==> src/rtl/haze_pkg.sv <==
`default_nettype none
// ============================================================================
// Module : haze_pkg
// Brief  : Shared constants and helpers for the haze radiance-recovery stage
// Rev    : 1.0  initial release
// ============================================================================
package haze_pkg;

  localparam int HAZE_T_MIN_DEF = 26;
  localparam int HAZE_NUM_W_DEF = 16;

  function automatic int haze_num_w(input int dw, input int tw);
    return dw + tw;
  endfunction

  function automatic int haze_lat(input int dw, input int tw);
    return dw + tw + 2;
  endfunction

  // Clamp a signed value into the unsigned range [0, 2^dw-1].
  function automatic logic signed [63:0] sat_u(input logic signed [63:0] value, input int dw);
    logic signed [63:0] top;
    top = (64'sd1 <<< dw) - 64'sd1;
    if (value < 64'sd0) return 64'sd0;
    if (value > top) return top;
    return value;
  endfunction

endpackage
`default_nettype wire

==> src/rtl/haze_recover_pipe_div.sv <==
`default_nettype none
// ============================================================================
// Module : haze_div_pipe
// Brief  : Fully pipelined unsigned restoring divider, one quotient bit/stage
// Rev    : 1.0  initial release
// ============================================================================
module haze_div_pipe #(
  parameter int NUM_W = 16,
  parameter int T_W   = 8
) (
  input  logic             clk,
  input  logic             rst,
  input  logic [NUM_W-1:0] num,
  input  logic [T_W-1:0]   den,
  output logic [NUM_W-1:0] quo
);

  // nq holds the unconsumed numerator bits on top; quotient bits shift in below.
  logic [T_W-1:0]   rem_w [NUM_W];
  logic [T_W-1:0]   den_w [NUM_W];
  logic [NUM_W-1:0] nq_w  [NUM_W+1];

  assign rem_w[0] = '0;
  assign den_w[0] = den;
  assign nq_w[0]  = num;

  for (genvar i = 0; i < NUM_W; i++) begin : g_stage
    logic [T_W:0]     trial;
    logic             ge;
    logic [NUM_W-1:0] nq_d, nq_q;

    always_comb begin
      trial = {rem_w[i], nq_w[i][NUM_W-1]};
      ge    = (trial >= {1'b0, den_w[i]});
      nq_d  = {nq_w[i][NUM_W-2:0], ge};
    end

    always_ff @(posedge clk or posedge rst) begin
      if (rst) nq_q <= '0;
      else     nq_q <= nq_d;
    end

    assign nq_w[i+1] = nq_q;

    // The final stage needs neither a remainder nor the divisor downstream.
    if (i < NUM_W-1) begin : g_carry
      logic [T_W-1:0] rem_d, rem_q, den_q;

      always_comb begin
        rem_d = ge ? (trial[T_W-1:0] - den_w[i]) : trial[T_W-1:0];
      end

      always_ff @(posedge clk or posedge rst) begin
        if (rst) begin
          rem_q <= '0;
          den_q <= '0;
        end else begin
          rem_q <= rem_d;
          den_q <= den_w[i];
        end
      end

      assign rem_w[i+1] = rem_q;
      assign den_w[i+1] = den_q;
    end
  end

  assign quo = nq_w[NUM_W];

endmodule
`default_nettype wire

==> src/rtl/haze_recover_pipe.sv <==
`default_nettype none
// ============================================================================
// Module : haze_recover_pipe
// Brief  : Scene radiance J = A + (I-A)*2^T_W/max(t,T_MIN), with saturation stat
// Rev    : 1.0  initial release
// ============================================================================
module haze_recover_pipe
  import haze_pkg::*;
#(
  parameter int DW    = 8,
  parameter int CH    = 3,
  parameter int T_W   = 8,
  parameter int T_MIN = HAZE_T_MIN_DEF,
  parameter int CNT_W = 24
) (
  input  logic               clk,
  input  logic               rst,
  input  logic               pre_frame_vsync,
  input  logic               pre_frame_href,
  input  logic               pre_frame_clken,
  input  logic [CH*DW-1:0]   pre_img,
  input  logic [T_W-1:0]     pre_tx_img,
  input  logic [CH*DW-1:0]   pre_A,
  input  logic               cfg_bypass,
  output logic               post_frame_vsync,
  output logic               post_frame_href,
  output logic               post_frame_clken,
  output logic [CH*DW-1:0]   post_img,
  output logic [CNT_W-1:0]   sat_count,
  output logic               sat_count_valid
);

  localparam int NUM_W = haze_num_w(DW, T_W);
  localparam int LAT   = haze_lat(DW, T_W);
  localparam int RW    = NUM_W + 2;
  localparam int SB_W  = 1 + CH + 2*CH*DW;
  localparam logic [T_W-1:0]   T_MIN_V = T_W'(T_MIN);
  localparam logic [CNT_W-1:0] CNT_MAX = '1;

  // Sideband layout: {bypass, sign[CH], A, I}
  logic [T_W-1:0]   tdiv_d, tdiv_q;
  logic [NUM_W-1:0] num_d [CH];
  logic [NUM_W-1:0] num_q [CH];
  logic [NUM_W-1:0] quo_w [CH];
  logic [SB_W-1:0]  sb_d;
  logic [SB_W-1:0]  sb_q [NUM_W+1];
  logic [2:0]       ctl_d;
  logic [2:0]       ctl_q [LAT];
  logic [DW-1:0]    s1_i, s1_a, s1_mag;
  logic [CH-1:0]    s1_s;

  always_comb begin
    tdiv_d = (pre_tx_img < T_MIN_V) ? T_MIN_V : pre_tx_img;
    s1_i   = '0;
    s1_a   = '0;
    s1_mag = '0;
    s1_s   = '0;
    for (int c = 0; c < CH; c++) begin
      s1_i     = pre_img[c*DW +: DW];
      s1_a     = pre_A[c*DW +: DW];
      s1_s[c]  = (s1_i < s1_a);
      s1_mag   = s1_s[c] ? (s1_a - s1_i) : (s1_i - s1_a);
      num_d[c] = {s1_mag, {T_W{1'b0}}};
    end
    sb_d  = {cfg_bypass, s1_s, pre_A, pre_img};
    ctl_d = {pre_frame_vsync, pre_frame_href, pre_frame_clken};
  end

  always_ff @(posedge clk or posedge rst) begin
    if (rst) begin
      tdiv_q <= '0;
      for (int c = 0; c < CH; c++) num_q[c] <= '0;
      for (int k = 0; k <= NUM_W; k++) sb_q[k] <= '0;
      for (int k = 0; k < LAT; k++) ctl_q[k] <= '0;
    end else begin
      tdiv_q <= tdiv_d;
      for (int c = 0; c < CH; c++) num_q[c] <= num_d[c];
      sb_q[0] <= sb_d;
      for (int k = 1; k <= NUM_W; k++) sb_q[k] <= sb_q[k-1];
      ctl_q[0] <= ctl_d;
      for (int k = 1; k < LAT; k++) ctl_q[k] <= ctl_q[k-1];
    end
  end

  for (genvar c = 0; c < CH; c++) begin : g_div
    haze_div_pipe #(.NUM_W(NUM_W), .T_W(T_W)) u_div (
      .clk (clk),
      .rst (rst),
      .num (num_q[c]),
      .den (tdiv_q),
      .quo (quo_w[c])
    );
  end

  logic [SB_W-1:0]        fin_sb;
  logic [DW-1:0]          fin_a;
  logic signed [RW-1:0]   fin_ax, fin_qx, fin_r;
  logic signed [63:0]     fin_rx, fin_sv;
  logic [CH*DW-1:0]       img_mix, post_img_d, post_img_q;
  logic                   clip_any, byp, satf_d, satf_q;

  always_comb begin
    fin_sb   = sb_q[NUM_W];
    fin_a    = '0;
    fin_ax   = '0;
    fin_qx   = '0;
    fin_r    = '0;
    fin_rx   = '0;
    fin_sv   = '0;
    img_mix  = '0;
    clip_any = 1'b0;
    for (int c = 0; c < CH; c++) begin
      fin_a   = fin_sb[CH*DW + c*DW +: DW];
      fin_ax  = {{(RW-DW){1'b0}}, fin_a};
      fin_qx  = {2'b00, quo_w[c]};
      fin_r   = fin_sb[2*CH*DW + c] ? (fin_ax - fin_qx) : (fin_ax + fin_qx);
      fin_rx  = {{(64-RW){fin_r[RW-1]}}, fin_r};
      fin_sv  = sat_u(fin_rx, DW);
      clip_any = clip_any | (fin_sv != fin_rx);
      img_mix[c*DW +: DW] = fin_sv[DW-1:0];
    end
    byp        = fin_sb[SB_W-1];
    post_img_d = byp ? fin_sb[CH*DW-1:0] : img_mix;
    satf_d     = !byp && clip_any;
  end

  always_ff @(posedge clk or posedge rst) begin
    if (rst) begin
      post_img_q <= '0;
      satf_q     <= 1'b0;
    end else begin
      post_img_q <= post_img_d;
      satf_q     <= satf_d;
    end
  end

  assign post_frame_vsync = ctl_q[LAT-1][2];
  assign post_frame_href  = ctl_q[LAT-1][1];
  assign post_frame_clken = ctl_q[LAT-1][0];
  assign post_img         = post_img_q;

  // Frame statistic lives in output timing; a saturated pixel on the vsync edge opens the new frame.
  logic             vs_prev_q, vs_rise, sat_pix;
  logic [CNT_W-1:0] acc_d, acc_q, sat_count_d, sat_count_q;
  logic             sat_valid_d, sat_valid_q;

  always_comb begin
    vs_rise     = post_frame_vsync & ~vs_prev_q;
    sat_pix     = post_frame_clken & satf_q;
    acc_d       = acc_q;
    sat_count_d = sat_count_q;
    sat_valid_d = vs_rise;
    if (vs_rise) begin
      acc_d       = {{(CNT_W-1){1'b0}}, sat_pix};
      sat_count_d = acc_q;
    end else if (sat_pix && (acc_q != CNT_MAX)) begin
      acc_d = acc_q + CNT_W'(1);
    end
  end

  always_ff @(posedge clk or posedge rst) begin
    if (rst) begin
      vs_prev_q   <= 1'b0;
      acc_q       <= '0;
      sat_count_q <= '0;
      sat_valid_q <= 1'b0;
    end else begin
      vs_prev_q   <= post_frame_vsync;
      acc_q       <= acc_d;
      sat_count_q <= sat_count_d;
      sat_valid_q <= sat_valid_d;
    end
  end

  assign sat_count       = sat_count_q;
  assign sat_count_valid = sat_valid_q;

endmodule
`default_nettype wire
==> config.mk <==
export PLATFORM = sky130hd
export DESIGN_NAME = haze_recover_pipe
export DESIGN_NICKNAME = d
export VERILOG_FILES = /design/src/rtl/haze_pkg.sv /design/src/rtl/haze_recover_pipe_div.sv /design/src/rtl/haze_recover_pipe.sv
export SDC_FILE = /design/constraint.sdc
export NUM_CORES = 2
export LEC_CHECK = 0
export ABC_AREA = 0
export ABC_CLOCK_PERIOD_IN_PS = 67400
export BUFFER_PORTS_ARGS = -buffer_cell sky130_fd_sc_hd__buf_2
export CELL_PAD_IN_SITES_DETAIL_PLACEMENT = 0
export CELL_PAD_IN_SITES_GLOBAL_PLACEMENT = 1
export CORE_UTILIZATION = 50
export DETAILED_ROUTE_END_ITERATION = 16
export GPL_TIMING_DRIVEN = 0
export PLACE_DENSITY = 0.83
export SYNTH_ARGS = -nofsm -noshare
export SYNTH_HDL_FRONTEND = slang
export SYNTH_SLANG_ARGS = --single-unit
==> constraint.sdc <==
create_clock -name clk -period 67.4 [get_ports clk]
set_clock_uncertainty 0.2 [all_clocks]
set_input_delay 3.37 -clock clk [delete_from_list [all_inputs] [get_ports clk]]
set_output_delay 3.37 -clock clk [all_outputs]
set_load 0.01 [all_outputs]
* Yosys cells after proc, flatten, opt, wreduce, memory -nomap -nowiden *
Index checks and enable logic that the tools add are counted.

word-level totals
  register bits = 2017
  bits of input ports = 62
  output and inout bits = 52
  word-level logic and storage cells = 358

operators by class
  add/subtract/negate cells = 58
  $lt $le $gt $ge = 58
  equality and inequality tests = 4
  multiplexer cells = 76
  bitwise operators = 5
  reduce and logical (&&, ||, !) cells = 4

operators by type and width
  cell                                                             count
  two-way mux 64 bit                                               12
  greater-or-equal comparator 9 x 8 -> 1 bit                       45
  two-way mux 8 bit                                                49
  subtractor 8 bit                                                 48
  != test 64 x 18 -> 1 bit                                         3
  two-way mux 24 bit                                               3
  greater-than comparator 18 x 9 -> 1 bit (second input constant)  3
  < comparator 18 x 1 -> 1 bit (second input constant)             3
  two-way mux 18 bit                                               3
  adder 8 x 16 -> 17 bit                                           3
  subtractor 8 x 16 -> 17 bit                                      3
  adder 24 x 1 -> 24 bit (second input constant)                   1
  greater-or-equal comparator 1 x 8 -> 1 bit                       3
  < comparator 8 bit                                               3
  != test 24 bit (second input constant)                           1
  subtractor 1 x 8 -> 8 bit                                        3
  two-way mux 1 bit                                                9
  < comparator 8 x 5 -> 1 bit (second input constant)              1
  AND 1 bit                                                        2
  logical AND 1 bit                                                2
  bitwise OR 1 bit                                                 2
  nonzero test 2 bit                                               1
  zero test 1 bit                                                  1
  NOT 1 bit                                                        1

* Logic depth before layout (Yosys ltp) *
  word-level depth = 11
  gate-level depth with buffers = 13
  depth with buffers taken out = 13

* Hierarchy *
Synthesis repeated with hierarchy kept, for this count alone.

second synthesis, totals
  cell total of the unflattened synthesis = 6481
  area, all modules = 90694.5 µm²

by module, submodules not included
  module                           times used  cells each  area each (µm²)  sequential area each (µm²)
  haze_recover_pipe                1           2103        33041.7          26150.1
  haze_div_pipe at g_div[2].u_div  1           1459        19304.8          12411.9
  haze_div_pipe at g_div[1].u_div  1           1467        19179.6          12411.9
  haze_div_pipe at g_div[0].u_div  1           1452        19168.4          12411.9

* Worst setup path before layout *
OpenSTA, ideal clock, no wires.

  path kind = input -> register
  from = in pre_img[16]
  to = reg num_q[14] (netlist name)
  data arrival time = 5615 ps
  setup slack = 61505 ps
  stages = 13
  buffers on the path = 1
  cells stage by stage = inv_1 ha_1 fa_1 nor2b_1 o21ai_0 a21oi_1 o21ai_0 a21boi_0 buf_2 mux2i_1 o21ai_0 a221oi_1 xnor2_1

RTL lines
  element      line                     source
  from (decl)  haze_recover_pipe.sv:21  input logic [CH*DW-1:0] pre_img,
  to (decl)    haze_recover_pipe.sv:43  logic [NUM_W-1:0] num_q [CH];

==> results_dict.tcl <==
set metrics [dict create \
    status "completed" \
    cts_repair_resize_count 0 \
    finalWeightedCongestion 0.8740 \
    period_share 0.09099 \
    worst_path_largest_cell_delay_ns 0.60 \
    synth_nets 5964 \
    dieHeight_um 387.2 \
    cts-hold-fix-buffers 0 \
    detail_route.wl_per_cell_um 18.76 \
    r2r_setup_slack_ns 63.17 \
    synth_area_per_cell_um2 13.76 \
    clock-sinks 2017 \
    groute.usage.overall 0.2005 \
    sequential_element_share_of_the_synthesized_area 0.6803 \
    post_synth_edffs 0 \
    power.net_switching_w 0.001053 \
    antenna_violations_before_repair 12 \
    initial_utilization 0.5067 \
    clockPowerShare 0.317 \
    static-leakage-power_nw 40.12 \
    path_class "input port to asynchronous set/reset pin" \
    initial_drt_pass_iterations 5 \
    syn2layout_area_growth_pct 13.71 \
    power.density_cell_area_mw_per_mm2 41.89 \
    clock_tree.root_cell "clkbuf_16" \
    synth_async_sr_flop_share 1.000 \
    hp-class "flop to flop" \
    cts.path.max_buffers 3 \
    clk_transition_reported_paths_ns 0.07 \
    grt_pass1_vias 43170 \
    synth_flop_cell "dfrtp_1" \
    power.share.sequential 0.436 \
    final_critical_path_setup_slack_ns 61.27 \
    seqCellArea_mm2 0.05047 \
    tritoncts "done" \
    fmaxAchievable_mhz 163.1 \
    design.final.nets 6284 \
    yosysWarningCount 0 \
    final_core_utilization 0.5761 \
    yosys.cell_types.count 81 \
    postCtsSetupRepairBufs 0 \
    drt.antenna.violating_nets 0 \
    final-hold-violation-count 0 \
    floorplan.die_area_mm2 0.1499 \
    worstSetupStartpoint "rst" \
    tightestPinTransition_ns 0.9112 \
    route.detailed.drc 0 \
    viasPerCell 5.175 \
    final_layout_size_suffix_gt1_frac 0.1182 \
    crit_required_ns 68.12 \
    post_route_wl_um 146100 \
    filler_cell_count 11040 \
    grt_setup_unrepaired "no" \
    hp-start "sb_q[688]" \
    comb_power_share 0.247 \
    grt_max_degree 146 \
    numPortBuffers 113 \
    floorplan.io_pins 114 \
    grt_overflow 0 \
    clk_latency_ns 0.82 \
    worstPathMaxFanout 145 \
    timing.final.setup_violations 0 \
    slew-limit-headroom 0.3925 \
    critical_path.n_buffers_inverters 7 \
    core.rowCount 140 \
    grt_first_pass_wirelength_um 235800 \
    crit_slowest_cell "inv_8" \
    irDropWorstVdd_uv 29.91 \
    cpLargestDelayFamily "buffers and inverters" \
    slew_limit_fails 0 \
    total_area_of_multi_input_combinational_cells_mm2 0.02172 \
    synthesis.instances 5391 \
    switch_share 0.2981 \
    crit_arrival_ns 6.85 \
    design_area_mm2 0.08437 \
    synth_seq_cells 2017 \
    postPlaceCellArea_mm2 0.07761 \
    post-place-ws_ns 60.25 \
    critPathMostFrequentCell "buf_16" \
    vias 40320 \
    finalWorstPathRequiredPeriod_ns 6.133 \
    core_mm2 0.1464 \
    worst_setup_path_start_kind "input port" \
    worstSetupEndpointType "asynchronous set/reset pin" \
    detailed_place_hpwl_um 96950 \
    reg2reg_from "g_div[2].u_div.g_stage[7].g_carry.den_q[1]" \
    netlist_area_pre_place_mm2 0.07420 \
    h-tree-depth 4 \
    drv_cap 0 \
    crit_chain "buf_2, inv_8, buf_16, buf_16, buf_16, buf_16, buf_16" \
    die_width_um 387.2 \
    initialDrtViolationCount 2253 \
    internal_power_w 0.002480 \
    tritoncts_buffer_count 189 \
    setup-tns-final_ns 0 \
]
placed cells by master, fill, tap and decap left out, types with 15 or more instances in the layout:
cell type	n
clkinv_2	27
nor2b_1	116
a21oi_1	127
clkbuf_8	42
bufinv_16	22
inv_1	474
clkbuf_16	189
buf_16	16
dfrtp_1	2017
nand4_1	69
clkbuf_1	62
mux2i_1	80
o21a_1	18
or3_1	15
nand2b_1	64
nor3_1	29
nor2_1	427
xor2_1	64
buf_2	125
a31oi_1	22
fa_1	54
xnor2_1	127
a21o_1	55
mux2_2	218
nand3_1	49
ha_1	457
o21ai_0	302
nand2_1	224
a311oi_1	49
a21boi_0	129
worst paths after layout:
check	cells past startpoint	end
max	7	g_div[0].u_div.quo[2]
min	0	sb_q[636]
max reg2reg	11	g_div[2].u_div.g_stage[8].g_carry.rem_q[2]
min reg2reg	0	sb_q[636]
max in group clk	14	num_q[14]
min in group asynchronous	2	sb_q[594]
layer usage:
metal  track usage  part of all wire
met1        0.2498              0.41
met2        0.3548              0.52
met3       0.03029             0.039
met4       0.07150             0.032
met5             0          0.000089
area by class of cell:
type,instances,area share
Multi-Input combinational cell,2852,0.2575
Clock inverter,82,0.01545
Inverter,477,0.02131
Tap cell,1917,0.02843
Timing Repair Buffer,129,0.01192
Clock buffer,267,0.06451
Buffer,45,0.002491
Sequential cell,2017,0.5982
Antenna cell,6,0.0001780
logic make-up after synthesis:
logic type / count (synthesis) / synth area share
and+or+nand+nor: 1051 / 0.06616
buffers and inverters: 522 / 0.02696
AOI/OAI and AO/OA: 800 / 0.06835
DFF: 2017 / 0.6803
muxes: 299 / 0.04408
xor gates and xnor gates: 191 / 0.02255
adders and majority gates: 511 / 0.09164
registers in the layout, indices dropped and copies added (netlist names):
register / count
sb_q: 832
g_div.u_div.g_stage.nq_q: 444
g_div.u_div.g_stage.g_carry.rem_q: 360
g_div.u_div.g_stage.g_carry.den_q: 120
fin_sb: 52
ctl_q: 51
g_div.u_div.quo: 48
acc_q: 24
num_q: 24
post_img: 24
sat_count: 24
tdiv_q: 8
post_frame_clken: 1
post_frame_href: 1
post_frame_vsync: 1
sat_count_valid: 1
satf_q: 1
vs_prev_q: 1
through the flow:
step           std cells  hold WS [ns]  total power [W]
2_1_floorplan       5391        0.1312         0.002205
3_3_place_gp        7421        0.1315         0.002393
4_1_cts             7786        0.1146         0.003568
3_5_place_dp        7437        0.1347         0.002402
6_report            7792        0.1133         0.003534
5_1_grt             7788        0.1221         0.003735
cell usage after synthesis (all sizes together), types with 18 or more instances:
cell    number  area share
mux2       219       0.033
ha         457       0.077
a311oi      49      0.0058
o21ai      304       0.021
nor3        30      0.0021
xor2        64      0.0076
a21boi     129       0.013
o21a        18      0.0018
nand2      224       0.011
inv        475       0.024
nor2b      116      0.0098
mux2i       80       0.011
a21o        55      0.0056
nand2b      64      0.0054
dfrtp     2017        0.68
clkbuf      26      0.0013
buf         19      0.0015
a31oi       23      0.0020
a21oi      127      0.0086
fa          54       0.015
nor2       427       0.022
nand4       69      0.0058
nand3       50      0.0034
xnor2      127       0.015
power by group through the flow:
stage | combinational [W] | sequential (W) | clock (W)
global route | 0.000975 | 0.00156 | 0.00120
finish | 0.000871 | 0.00154 | 0.00112
global placement | 0.000829 | 0.00156 | 0
detailed placement | 0.000847 | 0.00156 | 0
CTS | 0.000871 | 0.00154 | 0.00115
floorplan | 0.000677 | 0.00153 | 0
Power figures use the tool's default switching activity.
